`src/rtl/matrix_input_parser.sv`:
```
// Parses "m n e0 e1 ..." ASCII matrix entries from a UART byte stream and hands the
// dimensions plus the elements (zero padded to m*n) to the matrix storage block.
module matrix_input_parser #(
  parameter int ELEM_WIDTH   = 8,
  parameter int MAX_DIM      = 5,
  parameter int DONE_TIMEOUT = 16
) (
  input  logic                  clk,
  input  logic                  rst,
  input  logic                  start,
  input  logic [7:0]            rx_data,
  input  logic                  rx_valid,
  input  logic                  input_done,
  output logic                  wen,
  output logic [3:0]            m,
  output logic [3:0]            n,
  output logic [ELEM_WIDTH-1:0] elem_in,
  output logic                  elem_valid,
  output logic                  busy,
  output logic                  done,
  output logic                  err,
  output logic [1:0]            err_code
);
  localparam int TMO_W = $clog2(DONE_TIMEOUT + 1);

  typedef enum logic [2:0] {IDLE, GET_M, GET_N, ELEMS, PAD, WAIT_DONE} state_t;

  state_t           state;
  logic [7:0]       acc;
  logic [7:0]       m_tok;
  logic             have_digit;
  logic             done_seen;
  logic [4:0]       cnt;
  logic [TMO_W-1:0] tmo;

  logic        is_digit, is_sep, is_term, commit, take, dims_ok;
  logic [11:0] acc_mul;
  logic [7:0]  acc_sat;
  logic [4:0]  total, cnt_after;

  // Byte classification and the token value a separator/terminator would commit.
  always_comb begin
    is_digit  = rx_valid && (rx_data >= 8'h30) && (rx_data <= 8'h39);
    is_sep    = rx_valid && ((rx_data == 8'h20) || (rx_data == 8'h2C));
    is_term   = rx_valid && ((rx_data == 8'h0D) || (rx_data == 8'h0A));
    commit    = (is_sep || is_term) && have_digit;
    acc_mul   = ({4'd0, acc} * 12'd10) + {8'd0, rx_data[3:0]};
    acc_sat   = (acc_mul > 12'd255) ? 8'hFF : acc_mul[7:0];
    total     = {1'b0, m} * {1'b0, n};
    take      = commit && (cnt < total);
    cnt_after = take ? cnt + 5'd1 : cnt;
    dims_ok   = (m_tok >= 8'd1) && (m_tok <= 8'(MAX_DIM)) &&
                (acc >= 8'd1) && (acc <= 8'(MAX_DIM));
  end

  always_ff @(posedge clk or posedge rst) begin
    if (rst) begin
      state      <= IDLE;
      acc        <= '0;
      m_tok      <= '0;
      have_digit <= 1'b0;
      done_seen  <= 1'b0;
      cnt        <= '0;
      tmo        <= '0;
      wen        <= 1'b0;
      m          <= '0;
      n          <= '0;
      elem_in    <= '0;
      elem_valid <= 1'b0;
      busy       <= 1'b0;
      done       <= 1'b0;
      err        <= 1'b0;
      err_code   <= '0;
    end else begin
      wen        <= 1'b0;
      elem_valid <= 1'b0;
      done       <= 1'b0;
      err        <= 1'b0;

      // Storage may finish early, so its completion is remembered from wen onwards.
      if (input_done && (state == ELEMS || state == PAD || state == WAIT_DONE))
        done_seen <= 1'b1;

      if (state == GET_M || state == GET_N || state == ELEMS) begin
        if (is_digit) begin
          acc        <= acc_sat;
          have_digit <= 1'b1;
        end else if (is_sep || is_term) begin
          acc        <= '0;
          have_digit <= 1'b0;
        end
      end

      case (state)
        IDLE: begin
          if (start) begin
            state      <= GET_M;
            busy       <= 1'b1;
            err_code   <= '0;
            done_seen  <= 1'b0;
            acc        <= '0;
            have_digit <= 1'b0;
            tmo        <= '0;
          end
        end
        GET_M: begin
          if (commit) begin
            m     <= acc[3:0];
            m_tok <= acc;
          end
          if (is_term) begin
            err      <= 1'b1;
            err_code <= 2'd1;
            busy     <= 1'b0;
            state    <= IDLE;
          end else if (commit) begin
            state <= GET_N;
          end
        end
        GET_N: begin
          if (commit)
            n <= acc[3:0];
          if (is_term || (commit && !dims_ok)) begin
            err      <= 1'b1;
            err_code <= 2'd1;
            busy     <= 1'b0;
            state    <= IDLE;
          end else if (commit) begin
            wen   <= 1'b1;
            cnt   <= '0;
            state <= ELEMS;
          end
        end
        ELEMS: begin
          if (take) begin
            elem_valid <= 1'b1;
            elem_in    <= ELEM_WIDTH'(acc);
            cnt        <= cnt + 5'd1;
          end
          if (is_term) begin
            tmo   <= '0;
            state <= (cnt_after < total) ? PAD : WAIT_DONE;
          end
        end
        PAD: begin
          if (cnt < total) begin
            elem_valid <= 1'b1;
            elem_in    <= '0;
            cnt        <= cnt + 5'd1;
          end
          if (cnt + 5'd1 >= total)
            state <= WAIT_DONE;
        end
        WAIT_DONE: begin
          if (done_seen || input_done) begin
            done  <= 1'b1;
            busy  <= 1'b0;
            state <= IDLE;
          end else if (tmo == TMO_W'(DONE_TIMEOUT - 1)) begin
            err      <= 1'b1;
            err_code <= 2'd3;
            busy     <= 1'b0;
            state    <= IDLE;
          end else begin
            tmo <= tmo + 1'b1;
          end
        end
        default: begin
          busy  <= 1'b0;
          state <= IDLE;
        end
      endcase
    end
  end
endmodule

```
`config.mk`:
```
export PLATFORM = sky130hd
export DESIGN_NAME = matrix_input_parser
export DESIGN_NICKNAME = d
export VERILOG_FILES = /design/src/rtl/matrix_input_parser.sv
export SDC_FILE = /design/constraint.sdc
export NUM_CORES = 1
export LEC_CHECK = 0
export CAP_MARGIN = 20
export CORE_ASPECT_RATIO = 0.75
export CORE_MARGIN = 1
export CORE_UTILIZATION = 55
export CTS_CLUSTER_SIZE = 20
export DETAILED_ROUTE_END_ITERATION = 8
export PLACE_DENSITY = 0.77
export SETUP_SLACK_MARGIN = 0.5
export SLEW_MARGIN = 40
export SYNTH_ARGS = -nofsm -noshare
export SYNTH_HDL_FRONTEND = slang
export SYNTH_SLANG_ARGS = --single-unit
```
`constraint.sdc`:
```
create_clock -name clk -period 5.84 [get_ports clk]
set_input_delay 0.584 -clock clk [delete_from_list [all_inputs] [get_ports clk]]
set_output_delay 0.584 -clock clk [all_outputs]
set_load 0.005 [all_outputs]
```
# Yosys cells after proc, flatten, opt, wreduce, memory -nomap -nowiden

Cells that the tools add are included.
W data, S select, Z words.

Multipliers: 2
Mux-type cells: 63
Bitwise logic cells: 1
Add/subtract/negate cells: 3
Magnitude comparators: 10
Equality and inequality tests: 25
Reduce and logical (&&, ||, !) cells: 35

Operators with widths:

| operator               | count |
|---|---|
| $mux W8                | 8 |
| $mux W5                | 8 |
| $pmux W5 S3            | 2 |
| $mux W3                | 9 |
| $mux W1                | 25 |
| $ne A2 B2 Y1 const B   | 9 |
| $pmux W3 S6            | 1 |
| $eq A8 B4 Y1 const B   | 2 |
| $eq A8 B6 Y1 const B   | 2 |
| $ge A8 B1 Y1 const B   | 2 |
| $le A8 B3 Y1 const B   | 2 |
| $pmux W8 S2            | 1 |
| $add A12 B4 Y12        | 1 |
| $gt A12 B8 Y1 const B  | 1 |
| $reduce_and A6 Y1      | 2 |
| $logic_and A1 B1 Y1    | 11 |
| $mul A8 B3 Y11 const B | 1 |
| $add A5 B1 Y5 const B  | 2 |
| $lt A5 B5 Y1           | 2 |
| $mux W2                | 5 |
| $reduce_and A5 Y1      | 2 |
| $logic_or A1 B1 Y1     | 9 |
| $ge A8 B6 Y1 const B   | 1 |
| $le A8 B6 Y1 const B   | 1 |
| 24 further kinds       | 30 |

Bits in registers: 54
Word-level logic and storage cells: 155

# Depth between registers and ports, before layout

Gate-level depths: netlist (run 1).

Depth in word-level cells: 11
Depth in mapped cells: 20
Gate-level depth less buffers: 20

# Worst setup path before layout (run 1)

OpenSTA, ideal clock, no wires.

Path type: register -> register
Start: register m[1]
End: register state[0]
Buffers on the path: 0
Required time: 5711 ps
Period minus slack after synthesis: 4686 ps
Stages on the path, launching flop included: 20
Path slack: 1154 ps
Data arrival time: 4558 ps
Library setup time: 129 ps
Path through: dfrtp_1 > nand2_1 > fa_1 > inv_1 > fa_1 > fa_1 > inv_1 > ha_1 > a21oi_1 > o21ai_0 > maj3_4 > nor2_1 > mux2_2 > ha_1 > a21o_1 > a21o_1 > a21oi_1 > nand2_1 > nor4_1 > o31ai_1

Word-level cells in the longest chain between the ends: 8

Ends and longest elaborated chain:

| what                     | RTL line | text |
|---|---|---|
| start: declaration       | 15       | `output logic [3:0] m,` |
| start signal: assignment | 108      | `m <= acc[3:0];` |
| $mul A4 B4 Y5 (*)        | 49       | `total = {1'b0, m} * {1'b0, n};` |
| $lt A5 B5 Y1             | 50       | `take = commit && (cnt < total);` |
| $logic_and A1 B1 Y1      | 50       |  |
| $mux W5                  | -        |  |
| $lt A5 B5 Y1             | 142      | `state <= (cnt_after < total) ? PAD : WAIT_DONE;` |
| $mux W1                  | 142      |  |
| $mux W3                  | 140      | `if (is_term) begin` |
| $pmux W3 S6              | 94       | `case (state)` |
| end signal: assignment   | 142      |  |
| end: declaration         | 28       | `state_t state;` |

Mark *: on every way between the ends. The rest lies on a longest branch, timed or not. The select of a mux whose other input is x is not followed.
A chain may end at the register's enable or synchronous reset.

# Worst setup path in the final report (run 1)

Start: register n[3]
End: register state[0]

Word-level cells in the longest chain between the ends: 8

Ends and longest elaborated chain:

| what                     | RTL line | text |
|---|---|---|
| start: declaration       | 16       | `output logic [3:0] n,` |
| start signal: assignment | 122      | `n <= acc[3:0];` |
| $mul A4 B4 Y5 (*)        | 49       |  |
| $lt A5 B5 Y1             | 50       |  |
| $logic_and A1 B1 Y1      | 50       |  |
| $mux W5                  | -        |  |
| $lt A5 B5 Y1             | 142      |  |
| $mux W1                  | 142      |  |
| $mux W3                  | 140      |  |
| $pmux W3 S6              | 94       |  |

Marked as above.

==> metrics.md, run 1 <==
| Metric | Value |
|---|---|
| Run status | `finished clean` |
| CTS tree | `yes` |
| DRT iter0 DRCs | `162` |
| Critical Path RT | `6.03 ns` |
| Antenna-violating nets left | `0` |
| Cells after synthesis | `~380` |
| Leak | `1.95 nW` |
| Max Root-Sink Buffers | `2` |
| Register area share after synthesis | `34.2%` |
| IO buf count | `35` |
| Fin util | `65.5%` |
| GRT Resource Usage Total | `roughly a quarter` |
| Critical-path maximum fanout | `8` |
| Area of the multi-input gates | `between 2000 and 2500 um^2` |
| DRT Wirelength | `7780 um` |
| Vias post-DR | `2899` |
| Core Area | `between 6000 and 7000 um^2` |
| Predominant post-synthesis flop cell | `dfrtp_1` |
| H-tree levels | `2` |
| Worst Path Class, Setup | `flip-flop to flip-flop` |
| Vias per cell | `5.86` |
| Total congestion overflow | `0` |
| Initial core utilization | `57.6%` |
| Antenna diodes | `0` |
| Critical Path Sink Type | `flip-flop` |
| RSZ-0062 raised after global routing | `no` |
| Worst min path class | `flip-flop to flip-flop` |
| DR pass1 iterations | `5` |
| Clock skew | `0.0171 ns` |
| Ys async rst share | `100%` |
| Max-slew violation count | `0` |
| Routed length per placed instance | `15.7 um` |
| Top-area cell type share of the netlist area | `34.2%` |
| Clk_lat worst skew | `around 0.31 ns` |
| Clock root buffer | `clkbuf_8` |
| Synth top area cells | `dfrtp_1, ha_1, mux2_2, nand2_1, fa_1` |
| Reg area | `1250 um^2` |
| Die width | `about 96 um` |
| Final nets | `465` |
| Layout area overhead | `13.6%` |
| Hold Path Stages | `2` |
| Synthesized flop and latch total | `50` |
| Post-synthesis cell type with the largest combined area | `dfrtp_1` |
| Initial antenna violation count | `0` |
| DP HPWL | `5810 um` |
| Setup TNS | `0 ns` |
| Fin crit period | `5.11 ns` |
| GPL Wtd Cong | `~0.85` |
| Die area | `6990 um^2` |
| Highest clock rate | `just under 200 MHz` |
| Vias in the first global route | `2703` |
| Fin crit share | `87.5%` |
| Clock slew at reported path FFs | `0.10 ns` |
| Die Y | `between 70 and 80 um` |
| YS warnings | `0` |
| Peak supply drop | `about 0.17 mV` |
| Synth Net Count | `~430` |
| # clock sinks | `50` |
| Reg2reg path depth | `19` |
| Hold Slack | `0.490 ns` |
| Number of flops mapped to enable cells by yosys | `0` |
| Fraction of layout cells with a size suffix above 1 | `a little under an eighth` |
| Crit path DAT | `5.30 ns` |
| Hold Vio Cnt, Final | `0` |
| Netlist Area Pre-Place | `~3700 um^2` |
| Relative slew margins | `45.0%` |
| Fill count | `507` |
| DRC viols | `0` |
| Unique masters post-synth | `58` |
| First-pass GRT wire length | `13300 um` |
| Cell row count | `25` |
| Endpoints failing setup | `0` |
| I/O Pins | `36` |
| Startpoint class of the critical path | `flip-flop` |
| Worst-margin pin slew | `0.824 ns` |
| Largest net degree at the start of global routing | `51` |
| Mean Syn Cell Area | `9.61 um^2` |
| Cell Pwr Density | `302 nW/um^2` |
| TritonCTS Buffers | `5` |
| Maxcap violations | `0` |
[area by class of cell]
type / count / area share (%)
inverter: 22 / 2.05
clock inverter: 2 / 0.391
timing repair buffer: 37 / 8.78
clock buffer: 6 / 1.99
sequential: 50 / 30.1
multi-input combinational: 297 / 54.2
tap: 81 / 2.44
[per-layer routing]
layer,part of all wire [%],routed length (um),vias up,GRT usage [%]
met5,0,0,-,0
met4,0.50,39,0,3.65
met3,4.5,351,4,3.75
met2,44,3450,84,37.0
met1,51,3930,1378,38.0
li1,-,-,1433,-
[critical path, cell delays in order (launching register included)]
cell	delay [ns]
dfrtp_1	0.44
nand2_1	0.11
fa_1	0.54
inv_1	0.06
fa_1	0.51
fa_1	0.56
inv_1	0.08
ha_1	0.29
a21oi_1	0.13
o21ai_0	0.12
maj3_4	0.40
nor2_1	0.23
mux2_2	0.37
ha_1	0.20
a21o_1	0.18
a21o_1	0.17
a21oi_1	0.19
nand2_1	0.09
nor4_1	0.20
o31ai_1	0.12
[cell families after synthesis]
family / after synthesis / share of synthesized area (%)
AND/OR/NAND/NOR: 128 / 17.5
AO/OA/AOI/OAI: 86 / 16.9
flip-flops: 50 / 34.2
adder cells (fa/ha/maj): 40 / 14.7
buffers and inverters: 34 / 4.34
multiplexers: 24 / 7.18
XOR/XNOR: 19 / 5.16
[power by group]
part	internal (mW)	switching, mW	leakage (nW)
Combinational	0.235	0.301	1.27
Sequential	0.396	0.103	0.633
Clock	0.0978	0.122	0.0478
[placed cells by master, fill, tap and decap left out, types with 6 or more instances in the layout]
cell,count
mux2_2,14
nor3_1,7
nor2_1,25
clkbuf_8,6
o21ai_0,18
xor2_1,9
clkdlybuf4s50_1,35
a21oi_1,19
nand2b_1,7
xnor2_1,8
nand2_1,42
inv_1,21
a21o_1,11
nor4_1,6
ha_1,34
mux2i_1,9
a221oi_1,7
dfrtp_1,48
[worst paths after layout]
check / start / to / slack, ns
setup / recovery: n[3]$_DFFE_PP0P_ / state[0]$_DFFE_PP0P_ / 0.73
min in group asynchronous: rst / elem_in[5]$_DFFE_PP0P_ / 0.71
max in group asynchronous: rst / m[0]$_DFFE_PP0P_ / 4.69
setup reg to reg: n[3]$_DFFE_PP0P_ / state[0]$_DFFE_PP0P_ / 0.73
hold reg to reg: tmo[4]$_DFFE_PP0P_ / tmo[4]$_DFFE_PP0P_ / 0.49
hold / removal: tmo[4]$_DFFE_PP0P_ / tmo[4]$_DFFE_PP0P_ / 0.49
[flip-flops by register name, indices dropped and copies added (netlist names), 2 cells and up]
register  flops
tmo           5
cnt           5
err_code      2
acc           8
elem_in       8
m_tok         5
m             3
n             4
state         3
[per-stage QoR]
stage	cells	total power, mW	worst slack (ns)	instance area [um^2]
floorplan	381	0.903	1.15	3660
global placement	485	1.02	0.978	4040
global route	495	1.36	0.503	4160
detailed placement	485	1.03	0.678	4040
finish	495	1.25	0.732	4160
CTS	493	1.25	0.654	4140
[synthesized netlist by cell type (6+ instances only)]
master,instances
dfrtp_1,50
nand2_1,42
ha_1,34
nor2_1,25
inv_1,22
a21oi_1,19
o21ai_0,18
mux2_2,14
a21o_1,11
mux2i_1,9
xor2_1,9
buf_4,8
nor3_1,8
xnor2_1,8
a221oi_1,7
nand2b_1,7
nor4_1,6
[timing repair]
action	CTS	global route
resized for setup	0	2
hold buffers	0	0
buffers inserted	0	2
endpoints found under the setup margin	0	1
Note: power is estimated with default switching activity, not from simulation.
==> inputs of run 2 (changes only) <==
- ABC_CLOCK_PERIOD_IN_PS: not set -> 5840
- MAX_ROUTING_LAYER: not set -> met4
==> run 2 against run 1 <==
Compared with the run above:
- sequential share of layout area is 0.14 points higher
- non-clock buffer count down 2
- hold slack better by 0.021 ns
- design area decreased by 0.57%
- highest routed layer unchanged
- first-iteration DRC count is 23% lower
- die area did not move
- combinational power about the same
- flip-flop and latch count unchanged
- register-to-register slack improved by 0.06 ns
- utilization down 0.37 points
- sequential power about the same
- critical path depth is the same
==> metrics.md, run 2 (synthesis gave the netlist of run 1 again) <==
| Metric | Value |
|---|---|
| Run status | `finished clean` |
| Cell Pwr Density | `302 nW/um^2 (about the same)` |
| Initial antenna violation count | `0 (unchanged)` |
| GRT Resource Usage Total | `25.6% (+1.0 points)` |
| Max-slew violation count | `0 (unchanged)` |
| # clock sinks | `50 (unchanged)` |
| Met1 GRT Util | `37.5% (-0.52 points)` |
| Hold Vio Cnt, Final | `0 (unchanged)` |
| Leak | `1.93 nW (-0.76%)` |
| Max Root-Sink Buffers | `2 (unchanged)` |
| Critical Path RT | `6.04 ns (about the same)` |
| First-pass GRT wire length | `13300 um (about the same)` |
| Setup TNS | `0 ns (unchanged)` |
| Clock root buffer | `clkbuf_8` |
| Fill count | `532 (+4.9%)` |
| Critical Path Sink Type | `flip-flop` |
| Initial core utilization | `57.6% (unchanged)` |
| Fin crit period | `5.05 ns (-0.0624 ns)` |
| Worst min path class | `flip-flop to flip-flop` |
| Cts hold-fix bufs | `0 (unchanged)` |
| DRT Wirelength | `7830 um (+0.64%)` |
| DP Area | `4040 um^2 (unchanged)` |
| Antenna-violating nets left | `0 (unchanged)` |
| IO buf count | `35 (unchanged)` |
| Layout area overhead | `13.0%` |
| Critical-path maximum fanout | `8 (unchanged)` |
| DRC viols | `0 (unchanged)` |
| Clk_lat worst skew | `0.31 ns (about the same)` |
| Design area | `4140 um^2 (-0.57%)` |
| Cell row count | `25 (unchanged)` |
| CTS tree | `yes` |
| Final nets | `463 (-0.43%)` |
| Peak supply drop | `0.139 mV (-20%)` |
| Highest clock rate | `198 MHz (+1.2%)` |
| Relative slew margins | `41.5% (-3.5 points)` |
| Clock skew | `0.0107 ns (-0.00641 ns)` |
| TritonCTS Buffers | `5 (unchanged)` |
| Commonest non-fill, non-tap cell in the layout | `dfrtp_1` |
| Vias post-DR | `2877 (-0.76%)` |
| Worst-margin pin slew | `0.870 ns (+0.0465 ns)` |
| Global Route met3 Usage | `3.75% (unchanged)` |
| Fin crit share | `86.4% (-1.1 points)` |
| H-tree levels | `2 (unchanged)` |
| Maxcap violations | `0 (unchanged)` |
| I/O Pins | `36 (unchanged)` |
| Vias in the first global route | `2729 (+0.96%)` |
| Fraction of layout cells with a size suffix above 1 | `11.2% (-0.67 points)` |
| GPL Wtd Cong | `0.867 (+1.7%)` |
| Startpoint class of the critical path | `flip-flop` |
| Worst Path Class, Setup | `flip-flop to flip-flop` |
| Total congestion overflow | `0 (unchanged)` |
| Top flop regs | `acc (8), elem_in (8)` |
| Most frequent cells in the layout | `dfrtp_1, nand2_1, clkdlybuf4s50_1, ha_1, nor2_1` |
| Reg area | `1250 um^2 (about the same)` |
| Vias per cell | `5.84 (-0.36%)` |
| Die Y | `72.6 um (unchanged)` |
| Antenna diodes | `0 (unchanged)` |
| Clock slew at reported path FFs | `0.10 ns (about the same)` |
| Crit path DAT | `5.24 ns (-0.06 ns)` |
| DP HPWL | `5950 um (+2.4%)` |
| Core Area | `6350 um^2 (unchanged)` |
| RSZ-0062 raised after global routing | `no` |
| Die area | `6990 um^2 (unchanged)` |
| Met2 Track Usage GR | `37.0% (unchanged)` |
| Area of the multi-input gates | `2250 um^2 (-0.11%)` |
| Largest net degree at the start of global routing | `51 (unchanged)` |
| Routed length per placed instance | `15.9 um (+1.1%)` |
| DR pass1 iterations | `5 (unchanged)` |
| GRT Max-Usage Layer | `met1` |
| Endpoints failing setup | `0 (unchanged)` |
| DRT iter0 DRCs | `124 (-23%)` |
| Die width | `96.2 um (unchanged)` |
run 2: changes by cell type in the layout (fill, tap and decap cells not counted), sizes merged:
| cell | change |
|---|---|
| clkinv | +1 |
| clkbuf | -1 |
| buf | -2 |
run 2: per-stage QoR:
step	setup WS (ns)	hold WS [ns]	utilization [%]	cells	power (mW)
after floorplan	1.15	0.449	-	381	0.903
after global placement	0.973	0.464	63.5	485	1.02
after detailed placement	0.740	0.478	63.6	485	1.04
after CTS	0.705	0.514	65.1	493	1.25
after global routing	0.523	0.539	65.1	493	1.35
final	0.795	0.511	65.1	493	1.25
run 2: critical path, stage by stage (launching register included):
cell and delay [ns]:
dfrtp_1 0.44, nand2_1 0.11, fa_1 0.55, inv_1 0.06, fa_1 0.51, fa_1 0.56
inv_1 0.08, ha_1 0.29, a21oi_1 0.14, o21ai_0 0.13, maj3_4 0.40, nor2_2 0.18
mux2_2 0.35, ha_1 0.19, a21o_1 0.18, a21o_1 0.17, a21oi_1 0.18, nand2_1 0.09
nor4_1 0.19, o31ai_1 0.12
run 2: final timing paths:
kind,from,end,slack [ns],cells after the start
setup / recovery,m[0]$_DFFE_PP0P_,state[0]$_DFFE_PP0P_,0.79,19
hold / removal,err_code[1]$_DFFE_PP0P_,err_code[1]$_DFFE_PP0P_,0.51,1
setup reg to reg,m[0]$_DFFE_PP0P_,state[0]$_DFFE_PP0P_,0.79,19
hold reg to reg,err_code[1]$_DFFE_PP0P_,err_code[1]$_DFFE_PP0P_,0.51,1
max in group asynchronous,rst,m[1]$_DFFE_PP0P_,4.69,2
min in group asynchronous,rst,m[2]$_DFFE_PP0P_,0.72,2
run 2: timing repair:
item	4_1_cts	5_1_grt
buffers inserted	0	0
setup endpoints to repair	0	1
gates resized for setup	0	2
endpoints found under the hold margin	0	0
run 2: layer usage:
layer | part of all wire [%] | wire (um)
met5 | 0 | 0
met4 | 0.78 | 61
met3 | 4.0 | 316
met2 | 43 | 3390
met1 | 52 | 4060
run 2: area by class of cell:
type                    count  share of cell area [%]
clock buffers               5                    1.66
well taps                  81                    2.45
clock inverters             3                   0.605
repair buffers             35                    8.47
inverters                  22                    2.06
multi-input cells         297                    54.5
flip-flops and latches     50                    30.3
run 2: power by group:
group	total (mW)	switching [mW]	internal [mW]
clock network	0.213	0.126	0.0867
logic	0.535	0.300	0.235
registers	0.500	0.104	0.396
